File: src/rtl/set_pkg.sv
// Shared definitions for SET circle-count engine wrappers: operand widths,
// mode encodings and the job-arbiter state enum.
package set_pkg;

  localparam int CENT_W = 24;
  localparam int RAD_W  = 12;
  localparam int CAND_W = 8;

  localparam logic [1:0] SET_MODE_A   = 2'd0;
  localparam logic [1:0] SET_MODE_AND = 2'd1;
  localparam logic [1:0] SET_MODE_XOR = 2'd2;
  localparam logic [1:0] SET_MODE_TWO = 2'd3;

  typedef enum logic [1:0] {
    ST_IDLE,
    ST_LAUNCH,
    ST_RUN,
    ST_RESP
  } arb_state_t;

endpackage

File: src/rtl/rr_arbiter.sv
// Combinational round-robin arbiter: the first set request after ptr wins,
// reported both as a one-hot grant and as an encoded index.
module rr_arbiter #(
  parameter int N     = 4,
  parameter int IDX_W = $clog2(N)
) (
  input  logic [N-1:0]     req,
  input  logic [IDX_W-1:0] ptr,
  output logic [N-1:0]     grant,
  output logic [IDX_W-1:0] idx,
  output logic             any
);

  logic [IDX_W-1:0] j;

  // Scan ptr+1 .. ptr+N so the previous winner has lowest priority.
  always_comb begin
    grant = '0;
    idx   = '0;
    any   = 1'b0;
    j     = '0;
    for (int k = 1; k <= N; k++) begin
      j = IDX_W'((int'(ptr) + k) % N);
      if (!any && req[j]) begin
        any      = 1'b1;
        grant[j] = 1'b1;
        idx      = j;
      end
    end
  end

endmodule

File: src/rtl/set_job_arbiter.sv
// Shares one SET engine among N_REQ requesters: round-robin grant, single-cycle
// launch, watchdog-guarded run, and a tagged response channel.
//
//   state     | meaning
//   ST_IDLE   | waiting for any req_valid; grant and latch operands
//   ST_LAUNCH | waiting for engine idle, then pulse set_en
//   ST_RUN    | engine working; watchdog counting
//   ST_RESP   | response presented until rsp_ready
module set_job_arbiter
  import set_pkg::*;
#(
  parameter int N_REQ   = 4,
  parameter int ID_W    = 2,
  parameter int TIMEOUT = 128
) (
  input  logic                    clk,
  input  logic                    rst,
  input  logic [N_REQ-1:0]        req_valid,
  output logic [N_REQ-1:0]        req_ready,
  input  logic [24*N_REQ-1:0]     req_central,
  input  logic [12*N_REQ-1:0]     req_radius,
  input  logic [2*N_REQ-1:0]      req_mode,
  output logic                    rsp_valid,
  input  logic                    rsp_ready,
  output logic [ID_W-1:0]         rsp_id,
  output logic [7:0]              rsp_candidate,
  output logic                    rsp_err,
  output logic                    set_en,
  output logic [23:0]             set_central,
  output logic [11:0]             set_radius,
  output logic [1:0]              set_mode,
  input  logic                    set_busy,
  input  logic                    set_valid,
  input  logic [7:0]              set_candidate
);

  localparam int WD_W = $clog2(TIMEOUT);

  arb_state_t         state_q, state_d;
  logic [ID_W-1:0]    rr_ptr_q, rr_ptr_d;
  logic [ID_W-1:0]    id_q, id_d;
  logic [CENT_W-1:0]  central_q, central_d;
  logic [RAD_W-1:0]   radius_q, radius_d;
  logic [1:0]         mode_q, mode_d;
  logic [CAND_W-1:0]  cand_q, cand_d;
  logic               err_q, err_d;
  logic [WD_W-1:0]    wdog_q, wdog_d;

  logic [N_REQ-1:0]   gnt;
  logic [ID_W-1:0]    gnt_idx;
  logic               gnt_any;
  logic [CENT_W-1:0]  sel_central;
  logic [RAD_W-1:0]   sel_radius;
  logic [1:0]         sel_mode;

  rr_arbiter #(.N(N_REQ), .IDX_W(ID_W)) u_rr (
    .req   (req_valid),
    .ptr   (rr_ptr_q),
    .grant (gnt),
    .idx   (gnt_idx),
    .any   (gnt_any)
  );

  always_comb begin
    sel_central = '0;
    sel_radius  = '0;
    sel_mode    = '0;
    for (int i = 0; i < N_REQ; i++) begin
      if (gnt[i]) begin
        sel_central = req_central[CENT_W*i +: CENT_W];
        sel_radius  = req_radius[RAD_W*i +: RAD_W];
        sel_mode    = req_mode[2*i +: 2];
      end
    end
  end

  always_comb begin
    state_d   = state_q;
    rr_ptr_d  = rr_ptr_q;
    id_d      = id_q;
    central_d = central_q;
    radius_d  = radius_q;
    mode_d    = mode_q;
    cand_d    = cand_q;
    err_d     = err_q;
    wdog_d    = wdog_q;
    set_en    = 1'b0;
    rsp_valid = 1'b0;
    req_ready = '0;
    unique case (state_q)
      ST_IDLE: begin
        req_ready = gnt;
        if (gnt_any) begin
          rr_ptr_d  = gnt_idx;
          id_d      = gnt_idx;
          central_d = sel_central;
          radius_d  = sel_radius;
          mode_d    = sel_mode;
          state_d   = ST_LAUNCH;
        end
      end
      ST_LAUNCH: begin
        // A busy left over from a previous job must not swallow this start.
        if (!set_busy) begin
          set_en  = 1'b1;
          wdog_d  = '0;
          state_d = ST_RUN;
        end
      end
      ST_RUN: begin
        wdog_d = wdog_q + WD_W'(1);
        if (set_valid) begin
          cand_d  = set_candidate;
          err_d   = 1'b0;
          state_d = ST_RESP;
        end else if (wdog_q == WD_W'(TIMEOUT - 1)) begin
          cand_d  = '0;
          err_d   = 1'b1;
          state_d = ST_RESP;
        end
      end
      ST_RESP: begin
        rsp_valid = 1'b1;
        if (rsp_ready) state_d = ST_IDLE;
      end
      default: state_d = ST_IDLE;
    endcase
  end

  always_ff @(posedge clk or posedge rst) begin
    if (rst) begin
      state_q   <= ST_IDLE;
      rr_ptr_q  <= ID_W'(N_REQ - 1);
      id_q      <= '0;
      central_q <= '0;
      radius_q  <= '0;
      mode_q    <= '0;
      cand_q    <= '0;
      err_q     <= 1'b0;
      wdog_q    <= '0;
    end else begin
      state_q   <= state_d;
      rr_ptr_q  <= rr_ptr_d;
      id_q      <= id_d;
      central_q <= central_d;
      radius_q  <= radius_d;
      mode_q    <= mode_d;
      cand_q    <= cand_d;
      err_q     <= err_d;
      wdog_q    <= wdog_d;
    end
  end

  assign rsp_id        = id_q;
  assign rsp_candidate = cand_q;
  assign rsp_err       = err_q;
  assign set_central   = central_q;
  assign set_radius    = radius_q;
  assign set_mode      = mode_q;

endmodule

File: config.mk
export PLATFORM = sky130hd
export DESIGN_NAME = set_job_arbiter
export DESIGN_NICKNAME = d
export VERILOG_FILES = /design/src/rtl/set_pkg.sv /design/src/rtl/rr_arbiter.sv /design/src/rtl/set_job_arbiter.sv
export SDC_FILE = /design/constraint.sdc
export NUM_CORES = 1
export LEC_CHECK = 0
export ABC_AREA = 1
export CAP_MARGIN = 20
export CORE_ASPECT_RATIO = 0.7
export CORE_MARGIN = 2
export CORE_UTILIZATION = 44
export DETAILED_ROUTE_END_ITERATION = 16
export HOLD_SLACK_MARGIN = 0.02
export PLACE_DENSITY = 0.94
export SETUP_SLACK_MARGIN = 0.02
export SLEW_MARGIN = 20
export SYNTH_ARGS = -nofsm -noshare
export SYNTH_HDL_FRONTEND = slang
export SYNTH_SLANG_ARGS = --single-unit
export TNS_END_PERCENT = 30
File: constraint.sdc
create_clock -name clk -period 7.1 [get_ports clk]
set_input_delay 0.71 -clock clk [delete_from_list [all_inputs] [get_ports clk]]
set_output_delay 0.71 -clock clk [all_outputs]
set_load 0.01 [all_outputs]
## Word-level counts from Yosys, hierarchy flattened

Cells that the tools add are included.

- $lt $le $gt $ge: 8
- Equal/unequal tests: 8
- $add $sub $neg: 5
- Reduce and logical (&&, ||, !) cells: 17
- Bitwise gates (word level): 3
- Mux-type cells: 56

Operators with widths:

| operator | count |
|---|---|
| 24-bit 2-to-1 mux | 4 |
| 12-bit 2-to-1 mux | 4 |
| 2-bit 2-to-1 mux | 13 |
| 4-bit 2-to-1 mux | 5 |
| 1-bit 2-to-1 mux | 17 |
| 8-bit 2-to-1 mux | 2 |
| 7-bit case mux with 2 select lines | 1 |
| 2-bit by 3-bit less-than comparator with 1-bit output, second input constant | 4 |
| 4-bit OR | 3 |
| 1-bit binary-select mux with 2-bit select | 4 |
| 1-bit demux with 2-bit select | 4 |
| 2-bit by 1-bit >= comparator with 1-bit output, second input constant | 4 |
| 2-bit case mux with 4 select lines | 1 |
| 7-bit by 1-bit adder with 7-bit output, second input constant | 1 |
| 7-bit == test, second input constant | 1 |
| 1-bit logical AND | 7 |
| 7-bit 2-to-1 mux | 1 |
| 2-bit inequality test, second input constant | 3 |
| 2-bit AND reduction | 3 |
| 2-bit by 1-bit adder with 2-bit output, second input constant | 2 |
| 2-bit adder, second input constant | 2 |
| 2-bit == test, second input constant | 2 |
| 4-bit AND reduction | 1 |
| 2-bit nonzero test | 2 |
| other kinds (4) | 6 |

- Input bits: 169
- Output and inout port bits: 55
- Register bits after elaboration: 60
- Logic and storage cells: 106

## Depth between registers and ports, before layout

- Depth in word-level cells: 17
- Depth in mapped cells: 15

## Modules after synthesis

A second synthesis with hierarchy kept.

- Cell total of the unflattened synthesis: 637
- Area total of the unflattened synthesis: 4359.2 um2

Modules (own cells, without submodules):

| module | instances | cells each | area an instance (um2) | seq. area each (um2) |
|---|---|---|---|---|
| set_job_arbiter | 1 | 563 | 3901.2 | 1503.9 |
| rr_arbiter | 1 | 74 | 457.9 | 0.0 |

## Worst setup path before layout

No wires, ideal clock.

- Path type: flip-flop to output port
- From: reg rr_ptr_q[0]
- To: out req_ready[2]
- Path buffers: 2
- Data required time: 6390 ps
- Cell stages (with the launch flop): 13
- Path slack: 4311 ps
- Arrival: 2079 ps
- Cells stage by stage: dfstp_2 -> inv_2 -> ha_1 -> inv_1 -> nand3_1 -> nand2_1 -> and2b_4 -> nand3_1 -> nand3_2 -> buf_4 -> buf_6 -> nand2_1 -> inv_1

- Longest elaborated chain between the ends: 14
- Elaborated cells between the ends (all ways): 49
- Those cells by class: add/sub: 4; order compare: 8; mux: 24; bitwise: 3; reduce/logical: 10

RTL lines:

| item | line | text |
|---|---|---|
| start, declared | set_job_arbiter.sv:40 | `logic [ID_W-1:0] rr_ptr_q, rr_ptr_d;` |
| start signal, assigned | set_job_arbiter.sv:133 | `rr_ptr_q <= ID_W'(N_REQ - 1);` |
| start signal, assigned | set_job_arbiter.sv:143 | `rr_ptr_q <= rr_ptr_d;` |
| branches (longest 12 deep; another with 2-bit by 3-bit less-than comparator with 1-bit output) | -- |  |
| 4-bit 2-to-1 mux (*) | rr_arbiter.sv:24 | `if (!any && req[j]) begin` |
| 4-bit 2-to-1 mux (*) | set_job_arbiter.sv:90 | `unique case (state_q)` |
| end, declared | set_job_arbiter.sv:19 | `output logic [N_REQ-1:0] req_ready,` |

Every way passes the cells marked *. The select of a mux whose other input is x is not followed.

## Worst setup path after layout

- From: reg rr_ptr_q[0]
- To: out req_ready[1]

The elaborated chain is that of the path after synthesis.

==> flow_summary_export.csv <==
group,metric,value,unit
timing,max_clock_freq,227,MHz
die,num_rows,30,
final_layout,fin_cells,948,
timing,hold_viol_final,0,
global_route,grt_max_degree,77,
final_layout,flow.area_growth_from_synthesis,57.1,%
timing,final.setup_skew,0.00660,ns
synth,synth_edf_count,0,
clocking,clkLatencyLatePin,0.32,ns
global_route,antenna_violations_before_repair,0,
clocking,cts-hold-fix-buffers,0,
clocking,cts_repair_resize_count,0,
timing,timing_worst_slew_pin_value,1.02,ns
clocking,post-cts-setup-buffer-count,0,
drt,vias,4911,
synth,yosys_warnings,0,
global_route,grt_pass1_wl,22600,µm
timing,max_slew_margin,0.319,
synth,syn_avg_cell_area,6.93,µm²
global_route,gr-usage-all-layers,0.269,
clocking,max-clock-path-buffers,2,
drt,drc,0,
final_layout,num_antenna_cells,0,
timing,setup_tns,0,ns
place,dp.cells,932,
drt,detail_route.wl_per_cell,15.1,µm
timing,unrepaired_setup_endpoints_after_global_routing,"no",
synth,synth.area.mux_share,0,
die,initial_core_utilization,0.447,
place,gp_congestion,0.870,
clocking,cts_root_buffer,"sky130_fd_sc_hd__clkbuf_16",
drt,met1_wire_length,5900,µm
synth,yosys_register_bits,60,
synth,synth_adder_area_share,0.0410,
setup_path,crit_type,"flop to output port",
pwr,p_per_area,515,mW/mm²
drt,met2WireLength,6850,µm
clocking,tritoncts_clock_tree,"done",
drt,antenna_left,0,
die,chipWidth,122,µm
final_layout,mostFrequentLayoutCell,"sky130_fd_sc_hd__clkdlybuf4s50_1",
place,hpwl,10000,µm
timing,slew_viol_final,0,
synth,area_fraction_in_compound_gates_after_synthesis,0.216,
synth,synth_flop_type,"sky130_fd_sc_hd__dfrtp_1",
synth,netlist_instances,617,
timing,layout_setup_ws,2.69,ns
global_route,first_global_vias,4728,
clocking,htree_levels,3,
drt,drt_first_pass_iters,5,
setup_path,worst_setup_path_start_kind,"flop",
synth,sequential_area_share_after_synthesis,0.352,
timing,timing.final.crit_share,0.621,
setup_path,critPathCaptureType,"output port",
synth,synth_simple_gate_area_frac,0.268,
synth,synth_top_family_by_area,"simple AND/OR/NAND/NOR gates",
flow_run,cap_violations,0,
outcome,run_status,"complete, no violations",
drt,dr.max_layer_used,"met4",
synth,syn-num-nets,800,
pwr,max_vdd_drop,0.000390,V
die,coreArea,0.00957,mm²
die,ioPinCount,224,
timing,finalSetupViolations,0,
die,vertical_extent_of_the_die,86.5,µm
setup_path,critPathArrivalTime,3.70,ns
final_layout,finish.net_count,998,
timing,fin_crit,4.41,ns
synth,post_synth_num_cell_types,31,
clocking,numClockSinks,60,
drt,amount_of_wire_on_met3_after_detailed_routing,1420,µm
setup_path,worst_ep_required_time,6.39,ns
clocking,clkTransAtPathRegs,0.05,ns
drt,routed_wl,14400,µm
synth,syn_area,0.00428,mm²
place,place_ws,2.98,ns
synth,postSynth.asyncResetShare,1.00,
die,floorplan_die_area,0.0105,mm²
clocking,cts_buf_count,9,
pwr,leak,3.09,nW
final_layout,final_layout_size_suffix_gt1_frac,0.0500,
setup_path,critPathMaxFanout,40,
place,port-buffer-count,223,
final_layout,mostFrequentLayoutCells,"sky130_fd_sc_hd__clkdlybuf4s50_1 (223), sky130_fd_sc_hd__a21oi_1 (160), sky130_fd_sc_hd__nand2_1 (126), sky130_fd_sc_hd__inv_1 (60), sky130_fd_sc_hd__nand3_1 (60)",
drt,drt_iter0_markers,337,
synth,synth-xor-area-share,0.00205,
min_path,min-delay-path-class,"flop to flop",
global_route,globalRouteOverflowTotal,0,
drt,detail_route.vias_per_cell,5.18,
==> registers in the layout, summed over array words and instances, names as in the netlist <==
| name | flops |
|---|---|
| rsp_candidate | 8 |
| wdog_q | 7 |
| rsp_err | 1 |
| set_mode | 2 |
| rsp_id | 2 |
| set_radius | 12 |
| rr_ptr_q | 2 |
| set_central | 24 |
| state_q | 2 |
==> kinds of logic (layout without fill, tap and decap cells) <==
| kind of cell | Yosys count | in the layout |
|---|---|---|
| compound gates | 179 | 179 |
| xor+xnor | 1 | 1 |
| fa+ha+maj | 14 | 14 |
| buf+inv | 103 | 306 |
| flops | 60 | 60 |
| simple gates | 260 | 260 |
==> cell type report <==
class | instances | area [µm²]
well taps | 128 | 160
inverters | 64 | 240
multi-input cells | 454 | 2260
flip-flops and latches | 60 | 1500
clock inverters | 7 | 75.1
fillers | 782 | 2860
repair buffers | 226 | 2250
clock buffers | 9 | 225
==> Yosys cell counts, types with 2 or more instances <==
cell type	n	share of area
sky130_fd_sc_hd__a21oi_1	160	0.19
sky130_fd_sc_hd__nand2_1	127	0.11
sky130_fd_sc_hd__inv_1	61	0.054
sky130_fd_sc_hd__nand3_1	60	0.070
sky130_fd_sc_hd__dfrtp_1	58	0.34
sky130_fd_sc_hd__nor2_1	50	0.044
sky130_fd_sc_hd__buf_6	15	0.040
sky130_fd_sc_hd__ha_1	14	0.041
sky130_fd_sc_hd__buf_2	12	0.014
sky130_fd_sc_hd__clkbuf_1	11	0.0097
sky130_fd_sc_hd__o21ai_0	11	0.013
sky130_fd_sc_hd__nor3_1	6	0.0070
sky130_fd_sc_hd__nand3_2	4	0.0094
sky130_fd_sc_hd__inv_2	3	0.0026
sky130_fd_sc_hd__nor2_4	3	0.0079
sky130_fd_sc_hd__dfstp_2	2	0.012
sky130_fd_sc_hd__nand2_2	2	0.0029
sky130_fd_sc_hd__nand2_4	2	0.0053
sky130_fd_sc_hd__nand4_1	2	0.0029
sky130_fd_sc_hd__nor3b_1	2	0.0035
sky130_fd_sc_hd__o31ai_1	2	0.0035
==> metrics by stage <==
stage / hold WS, ns / total power, W / utilization / area (µm²)
after floorplan: 0.468 / 0.00238 / - / 4280
after global placement: 0.463 / 0.00293 / 0.670 / 6410
after detailed placement: 0.473 / 0.00300 / 0.670 / 6410
after CTS: 0.488 / 0.00345 / 0.702 / 6720
after global routing: 0.527 / 0.00377 / 0.702 / 6720
final: 0.479 / 0.00346 / 0.702 / 6720
==> report_power, final <==
group          internal (W)  leakage [nW]  switching [W]
clock network      0.000274         0.150       0.000162
registers          0.000520         0.706       0.000105
logic              0.000911          2.23        0.00149
==> final timing paths <==
check | from | to | slack (ns) | cells past startpoint
min in group asynchronous | rst | rsp_candidate[1] | 0.93 | 3
max in group asynchronous | rst | set_central[22] | 5.66 | 3
worst min-delay path | rsp_id[0] | rsp_id[0] | 0.48 | 2
worst max register to register | rr_ptr_q[0] | set_central[23] | 2.98 | 13
worst min register to register | rsp_id[0] | rsp_id[0] | 0.48 | 2
worst max-delay path | rr_ptr_q[0] | req_ready[1] | 2.69 | 11
==> routing by layer <==
metal / track usage / vias up
met4: 0.0669 / 0
li1: - / 2426
met2: 0.472 / 219
met1: 0.326 / 2247
met3: 0.0816 / 19
met5: 0 / -
==> critical path, cell delays in order (launching register included) <==
cell and delay [ns]:
sky130_fd_sc_hd__dfstp_2 0.66, sky130_fd_sc_hd__inv_2 0.15, sky130_fd_sc_hd__ha_1 0.37, sky130_fd_sc_hd__inv_1 0.12, sky130_fd_sc_hd__nand3_1 0.09, sky130_fd_sc_hd__nand2_1 0.08
sky130_fd_sc_hd__and2b_4 0.21, sky130_fd_sc_hd__nand3_1 0.08, sky130_fd_sc_hd__nand3_2 0.78, sky130_fd_sc_hd__nand2_1 0.30, sky130_fd_sc_hd__inv_1 0.06, sky130_fd_sc_hd__clkdlybuf4s50_1 0.47
Power figures use the tool's default switching activity.
